$ cat config.mk
export PLATFORM = sky130hd
export DESIGN_NAME = seg_scan_mux
export DESIGN_NICKNAME = d
export VERILOG_FILES = /design/src/rtl/seg_disp_pkg.sv /design/src/rtl/seg7_hex_decode.sv /design/src/rtl/seg_scan_mux.sv
export SDC_FILE = /design/constraint.sdc
export NUM_CORES = 1
export LEC_CHECK = 0
export ABC_CLOCK_PERIOD_IN_PS = 3200
export CORE_ASPECT_RATIO = 0.75
export CORE_MARGIN = 4
export CORE_UTILIZATION = 50
export CTS_BUF_LIST = sky130_fd_sc_hd__clkbuf_4
export CTS_CLUSTER_DIAMETER = 120
export DETAILED_ROUTE_END_ITERATION = 10
export GPL_ROUTABILITY_DRIVEN = 1
export GPL_TIMING_DRIVEN = 0
export PLACE_DENSITY_LB_ADDON = 0.05
export SYNTH_ARGS = -nofsm -noshare
export SYNTH_HDL_FRONTEND = slang
export SYNTH_HIERARCHICAL = 1
export SYNTH_SLANG_ARGS = --single-unit
$ cat constraint.sdc
create_clock -name clock -period 3.2 [get_ports clock]
set_input_delay 0.96 -clock clock [delete_from_list [all_inputs] [get_ports clock]]
set_output_delay 0.96 -clock clock [all_outputs]
set_load 0.02 [all_outputs]
$ cat src/rtl/seg_disp_pkg.sv
// Shared seven-segment display constants: segment bit order and the hex glyph table.
package seg_disp_pkg;

    localparam int SEG_WIDTH = 7;
    localparam int SEG_A     = 0;
    localparam int SEG_B     = 1;
    localparam int SEG_C     = 2;
    localparam int SEG_D     = 3;
    localparam int SEG_E     = 4;
    localparam int SEG_F     = 5;
    localparam int SEG_G     = 6;

    // Active-high glyphs, bit SEG_G down to bit SEG_A.
    localparam logic [SEG_WIDTH-1:0] SEG_HEX_TABLE [16] = '{
        7'h3F, 7'h06, 7'h5B, 7'h4F, 7'h66, 7'h6D, 7'h7D, 7'h07,
        7'h7F, 7'h6F, 7'h77, 7'h7C, 7'h39, 7'h5E, 7'h79, 7'h71
    };

endpackage

$ cat src/rtl/seg7_hex_decode.sv
// Combinational nibble-to-segment decoder covering the full hex range (active-high).
module seg7_hex_decode
    import seg_disp_pkg::*;
(
    input  logic [3:0]           nibble,
    output logic [SEG_WIDTH-1:0] seg
);

    // Table lookup of the glyph for the nibble.
    always_comb begin
        seg = SEG_HEX_TABLE[nibble];
    end

endmodule

$ cat src/rtl/seg_scan_mux.sv
// Time-multiplexed seven-segment scanner: per-slot dead time, frame-coherent shadow,
// leading-zero blanking and configurable output polarity, all outputs registered.
module seg_scan_mux
    import seg_disp_pkg::*;
#(
    parameter int NUM_DIGITS     = 4,
    parameter int SCAN_DIV       = 12500,
    parameter int BLANK_CYCLES   = 64,
    parameter int SEG_ACTIVE_LOW = 0,
    parameter int DIG_ACTIVE_LOW = 1
) (
    input  logic                      clock,
    input  logic                      reset,
    input  logic [4*NUM_DIGITS-1:0]   digits,
    input  logic [NUM_DIGITS-1:0]     dp,
    input  logic                      lz_blank,
    output logic [SEG_WIDTH-1:0]      seg,
    output logic                      seg_dp,
    output logic [NUM_DIGITS-1:0]     dig_sel,
    output logic                      frame_done
);

    localparam int CW = (SCAN_DIV > 1) ? $clog2(SCAN_DIV) : 1;
    localparam int IW = (NUM_DIGITS > 1) ? $clog2(NUM_DIGITS) : 1;
    localparam logic [CW-1:0] CNT_LAST = CW'(SCAN_DIV - 1);
    localparam logic [IW-1:0] IDX_LAST = IW'(NUM_DIGITS - 1);
    localparam logic [SEG_WIDTH-1:0]  SEG_OFF_LVL = (SEG_ACTIVE_LOW != 0) ? 7'h7F : 7'h00;
    localparam logic                  DP_OFF_LVL  = (SEG_ACTIVE_LOW != 0) ? 1'b1 : 1'b0;
    localparam logic [NUM_DIGITS-1:0] DIG_OFF_LVL =
        (DIG_ACTIVE_LOW != 0) ? {NUM_DIGITS{1'b1}} : {NUM_DIGITS{1'b0}};

    if ((NUM_DIGITS < 1) || (NUM_DIGITS > 8)) begin : g_bad_num_digits
        $error("seg_scan_mux: NUM_DIGITS must be within 1..8");
    end
    if (BLANK_CYCLES >= SCAN_DIV) begin : g_bad_blank
        $error("seg_scan_mux: BLANK_CYCLES must be less than SCAN_DIV");
    end

    logic [CW-1:0]           cnt_r;
    logic [IW-1:0]           idx_r;
    logic [4*NUM_DIGITS-1:0] sh_digits_r;
    logic [NUM_DIGITS-1:0]   sh_dp_r;
    logic                    sh_lz_r;

    logic                    load_s;
    logic                    active_s;
    logic [4*NUM_DIGITS-1:0] view_digits_s;
    logic [NUM_DIGITS-1:0]   view_dp_s;
    logic                    view_lz_s;
    logic                    zero_run_s;
    logic [NUM_DIGITS-1:0]   blank_vec_s;
    logic [NUM_DIGITS-1:0]   onehot_s;
    logic [3:0]              cur_nibble_s;
    logic [SEG_WIDTH-1:0]    dec_seg_s;
    logic [SEG_WIDTH-1:0]    seg_next_s;
    logic                    dp_next_s;
    logic [NUM_DIGITS-1:0]   sel_next_s;
    logic                    frame_next_s;

    assign load_s = (cnt_r == {CW{1'b0}}) && (idx_r == {IW{1'b0}});

    if (BLANK_CYCLES == 0) begin : g_no_dead_time
        assign active_s = 1'b1;
    end else begin : g_dead_time
        localparam logic [CW-1:0] CNT_BLANK = CW'(BLANK_CYCLES);
        assign active_s = (cnt_r >= CNT_BLANK);
    end

    // Slot counter and digit index.
    always_ff @(posedge clock or posedge reset) begin
        if (reset) begin
            cnt_r <= {CW{1'b0}};
            idx_r <= {IW{1'b0}};
        end else if (cnt_r == CNT_LAST) begin
            cnt_r <= {CW{1'b0}};
            idx_r <= (idx_r == IDX_LAST) ? {IW{1'b0}} : (idx_r + {{(IW-1){1'b0}}, 1'b1});
        end else begin
            cnt_r <= cnt_r + {{(CW-1){1'b0}}, 1'b1};
        end
    end

    // Shadow capture at the start of every frame.
    always_ff @(posedge clock or posedge reset) begin
        if (reset) begin
            sh_digits_r <= {(4*NUM_DIGITS){1'b0}};
            sh_dp_r     <= {NUM_DIGITS{1'b0}};
            sh_lz_r     <= 1'b0;
        end else if (load_s) begin
            sh_digits_r <= digits;
            sh_dp_r     <= dp;
            sh_lz_r     <= lz_blank;
        end else begin
            sh_digits_r <= sh_digits_r;
            sh_dp_r     <= sh_dp_r;
            sh_lz_r     <= sh_lz_r;
        end
    end

    // On the load cycle the value being captured is already this frame's shadow.
    always_comb begin
        view_digits_s = sh_digits_r;
        view_dp_s     = sh_dp_r;
        view_lz_s     = sh_lz_r;
        if (load_s) begin
            view_digits_s = digits;
            view_dp_s     = dp;
            view_lz_s     = lz_blank;
        end else begin
            view_digits_s = sh_digits_r;
            view_dp_s     = sh_dp_r;
            view_lz_s     = sh_lz_r;
        end
    end

    // Leading-zero mask: digit i blanks when it and every higher nibble are zero.
    always_comb begin
        zero_run_s  = 1'b1;
        blank_vec_s = {NUM_DIGITS{1'b0}};
        for (int i = NUM_DIGITS - 1; i >= 0; i--) begin
            zero_run_s     = zero_run_s & (view_digits_s[4*i +: 4] == 4'h0);
            blank_vec_s[i] = view_lz_s & zero_run_s & (i != 0);
        end
    end

    // One-hot digit select from the index.
    always_comb begin
        onehot_s = {NUM_DIGITS{1'b0}};
        for (int i = 0; i < NUM_DIGITS; i++) begin
            onehot_s[i] = (idx_r == IW'(i));
        end
    end

    assign cur_nibble_s = view_digits_s[{idx_r, 2'b00} +: 4];

    seg7_hex_decode u_decode (
        .nibble (cur_nibble_s),
        .seg    (dec_seg_s)
    );

    // Active-high output values for the current (cnt, idx) state.
    always_comb begin
        seg_next_s   = 7'h00;
        dp_next_s    = 1'b0;
        sel_next_s   = {NUM_DIGITS{1'b0}};
        frame_next_s = (cnt_r == CNT_LAST) && (idx_r == IDX_LAST);
        if (active_s) begin
            sel_next_s = onehot_s;
            if (!blank_vec_s[idx_r]) begin
                seg_next_s = dec_seg_s;
                dp_next_s  = view_dp_s[idx_r];
            end else begin
                seg_next_s = 7'h00;
                dp_next_s  = 1'b0;
            end
        end else begin
            sel_next_s = {NUM_DIGITS{1'b0}};
            seg_next_s = 7'h00;
            dp_next_s  = 1'b0;
        end
    end

    // Registered outputs with polarity applied.
    always_ff @(posedge clock or posedge reset) begin
        if (reset) begin
            seg        <= SEG_OFF_LVL;
            seg_dp     <= DP_OFF_LVL;
            dig_sel    <= DIG_OFF_LVL;
            frame_done <= 1'b0;
        end else begin
            seg        <= seg_next_s ^ SEG_OFF_LVL;
            seg_dp     <= dp_next_s ^ DP_OFF_LVL;
            dig_sel    <= sel_next_s ^ DIG_OFF_LVL;
            frame_done <= frame_next_s;
        end
    end

endmodule

==> flow_summary.ini <==
[setup_path]
cp_num_cells = 9
worst_path_max_delay_cell = mux4_2
worstSetupPathType = flip-flop to flip-flop
timing.rr.start = cnt_r[9]$_DFF_PP0_
cpMostUsedCell = mux4_2
path_cells = nor4_4, nand4_4, buf_12, mux2_4, mux4_2, inv_4, ha_4, mux4_2, nor3b_2
crit_end = seg[3]$_DFF_PP0_
endpoint_kind = flip-flop
arrival_ns = 3.39
reg2reg_to = seg[3]$_DFF_PP0_
critPathBufInv = 2
worstPathRequired_ns = 3.44
startpoint_type = flip-flop
r2r_cells = 9
crit_family = multiplexers
cpPeakStageDelay_ns = 0.55
cp-startpoint = cnt_r[9]$_DFF_PP0_
crit_path_max_fanout = 7
rrSetupSlack_ns = 0.05

[power_and_ir_drop]
power.total_w = 0.00106
leakagePower_nw = 1.45
ir_drop_v = 0.000204
power.density_nw_per_um2 = 315

[floorplanning]
die_y_um = 70.6
io_pins = 36
num_rows = 22
initial_utilization = 0.524
die_width_um = 91.4
die_area_um2 = 6450
design.core.area_um2 = 4980

[clock_tree]
cts-buffers-inserted = 5
cts.reportedPaths.clkPinSlew_ns = 0.15
clock_latency_ns = 0.36
clockRootBuffer = clkbuf_4
cts_tree = built
clockBufferDepth = 2
cts_num_sinks = 50
cts_max_level = 2

[route]
routed_wl_um = 5450
drtAntennaViolNets = 0
remaining_drc_errors = 0
viasPerCell = 5.20
first_iter_violations = 81
avgRoutedWirePerCell_um = 15.9
via_count = 1780
dr.pass1.iters = 4

[finish]
final_nets = 305
ff_latch_area_um2 = 1260
final_cell_mix = 41 x dfrtp_1, 35 x clkdlybuf4s50_1, 18 x nand2_1, 18 x buf_4, 14 x mux2_2
nFillCells = 385
syn_to_final_growth_pct = 28.7
final_common_cell = dfrtp_1
drive_gt1_frac = 0.337
antenna_cells = 0
multi_input_area_um2 = 1330

[timing]
worst_pin_slew_ns = 0.776
period_minus_slack_ns = 3.15
hold_viol = 0
slew_viol_final = 0
rsz0062_at_grt = true
fin_crit_sh = 0.984
timing.hold.ws_ns = 0.506
skew_ns = 0.0170
setup_violations = 0
finalSetupTns_ns = 0
relSlewSlack = 0.483
clock.fmax_ghz = 0.318
setup_slack_ns = 0.0512

[global_route]
gr-usage-met1 = 0.298
grt_pass1_wl_um = 9290
overflow = 0
grt_max_degree = 35
use_met3 = 0.0446
grt_pass1_vias = 1806
top_usage_layer = met1
met2_usage = 0.246
track_usage = 0.185
antenna_found_initial = 0

[placement]
globalplace.congestion = 0.781
pre_cts_ws_ns = -0.239
place_hpwl_um = 3980
port-buffer-count = 35

[synth]
synth-seq-cells = 50
synth_top_area_frac = 0.441
synth_cell_type_count = 37
syn-mean-instance-area_um2 = 12.6
synth_area_um2 = 2610
yosys_warnings = 6
synth_fp_nets = 244
yosys.area.top_type = dfrtp_1
synthCells = 208
seq_area_frac_synth = 0.481
synthTopCellsByArea = dfrtp_1 44%, mux2_4 6.3%, ha_1 6.2%, mux2_2 6.0%, mux4_2 5.2%

[outcome]
status = finished clean

[worst_hold_path]
worstHoldPathType = flip-flop to flip-flop
hp-start = sh_digits_r[1]$_DFF_PP0_

[run]
cap_violations = 0
synthesized netlist by cell type:
cell type	instances
nand2_1	18
buf_2	1
inv_1	11
mux2_4	11
nand2b_1	1
xor2_1	5
nand4_1	4
nand3b_1	1
or2_2	1
o32a_1	1
mux2_2	14
clkbuf_1	2
nor4_4	2
nor4_1	5
nor3_1	7
mux4_1	1
dfrtp_1	46
o31a_2	1
mux2i_1	4
nor2b_1	2
and2_1	2
mux4_2	6
and3b_1	1
o21ai_2	1
nand3_1	4
nor2_1	10
buf_6	3
xnor2_1	6
or2b_1	1
a21oi_1	5
or3_1	2
dfstp_2	4
nand4_4	1
nor3b_1	7
o21ai_0	3
a31o_1	1
ha_1	13
metal layers:
| layer | up-vias | share of wire |
|---|---|---|
| li1 | 852 | - |
| met1 | 882 | 0.54 |
| met2 | 41 | 0.40 |
| met3 | 5 | 0.053 |
| met4 | 0 | 0.0073 |
| met5 | - | 0 |
metrics by stage:
stage	instance area [um^2]	util	cells
6_report	3360	0.675	342
5_1_grt	3360	0.675	342
4_1_cts	3290	0.661	336
3_5_place_dp	3130	0.629	316
3_3_place_gp	3110	0.625	315
2_1_floorplan	2670	-	208
kinds of logic (layout without fill, tap and decap cells):
logic type | Yosys count | after routing | synth area share
multiplexers | 36 | 36 | 0.201
AND/OR/NAND/NOR | 69 | 69 | 0.156
adder cells (fa/ha/maj) | 13 | 13 | 0.0623
flip-flops | 50 | 50 | 0.481
buffers and inverters | 17 | 79 | 0.0335
AO/OA/AOI/OAI | 12 | 12 | 0.0297
XOR/XNOR | 11 | 11 | 0.0369
state kept, by name, summed over array words and instances (netlist names):
name	count
sh_lz_r	1
sh_dp_r	4
seg	7
idx_r	2
frame_done	1
dig_sel	4
seg_dp	1
cnt_r	14
sh_digits_r	16
area by class of cell:
type,instances,area share
Buffer,5,0.0153
Clock buffer,6,0.0134
Clock inverter,2,0.00261
Inverter,11,0.0168
Multi-Input combinational cell,141,0.396
Sequential cell,50,0.376
Tap cell,72,0.0268
Timing Repair Buffer,55,0.154
power by group:
part / internal (W) / switching [W]
Sequential: 0.000645 / 0.00000595
Combinational: 0.0000716 / 0.0000494
Clock: 0.0000916 / 0.000195
timing repair:
action | in CTS | in global routing
gates cloned | 0 | 0
pin swaps | 1 | 3
resized for setup | 6 | 9
setup buffers | 12 | 7
hold buffers | 0 | 0
setup endpoints to repair | 7 | 7
worst min path at each step:
stage	slack [ns]	to	depth (start not counted)
4_1_cts	0.51	cnt_r[5]$_DFF_PP0_	1
3_5_place_dp	0.48	sh_digits_r[1]$_DFF_PP0_	1
3_3_place_gp	0.47	sh_digits_r[1]$_DFF_PP0_	1
6_report	0.51	sh_digits_r[1]$_DFF_PP0_	1
5_1_grt	0.53	sh_dp_r[2]$_DFF_PP0_	1
2_1_floorplan	0.46	sh_digits_r[0]$_DFF_PP0_	1
Note: power is estimated with default switching activity, not from simulation.
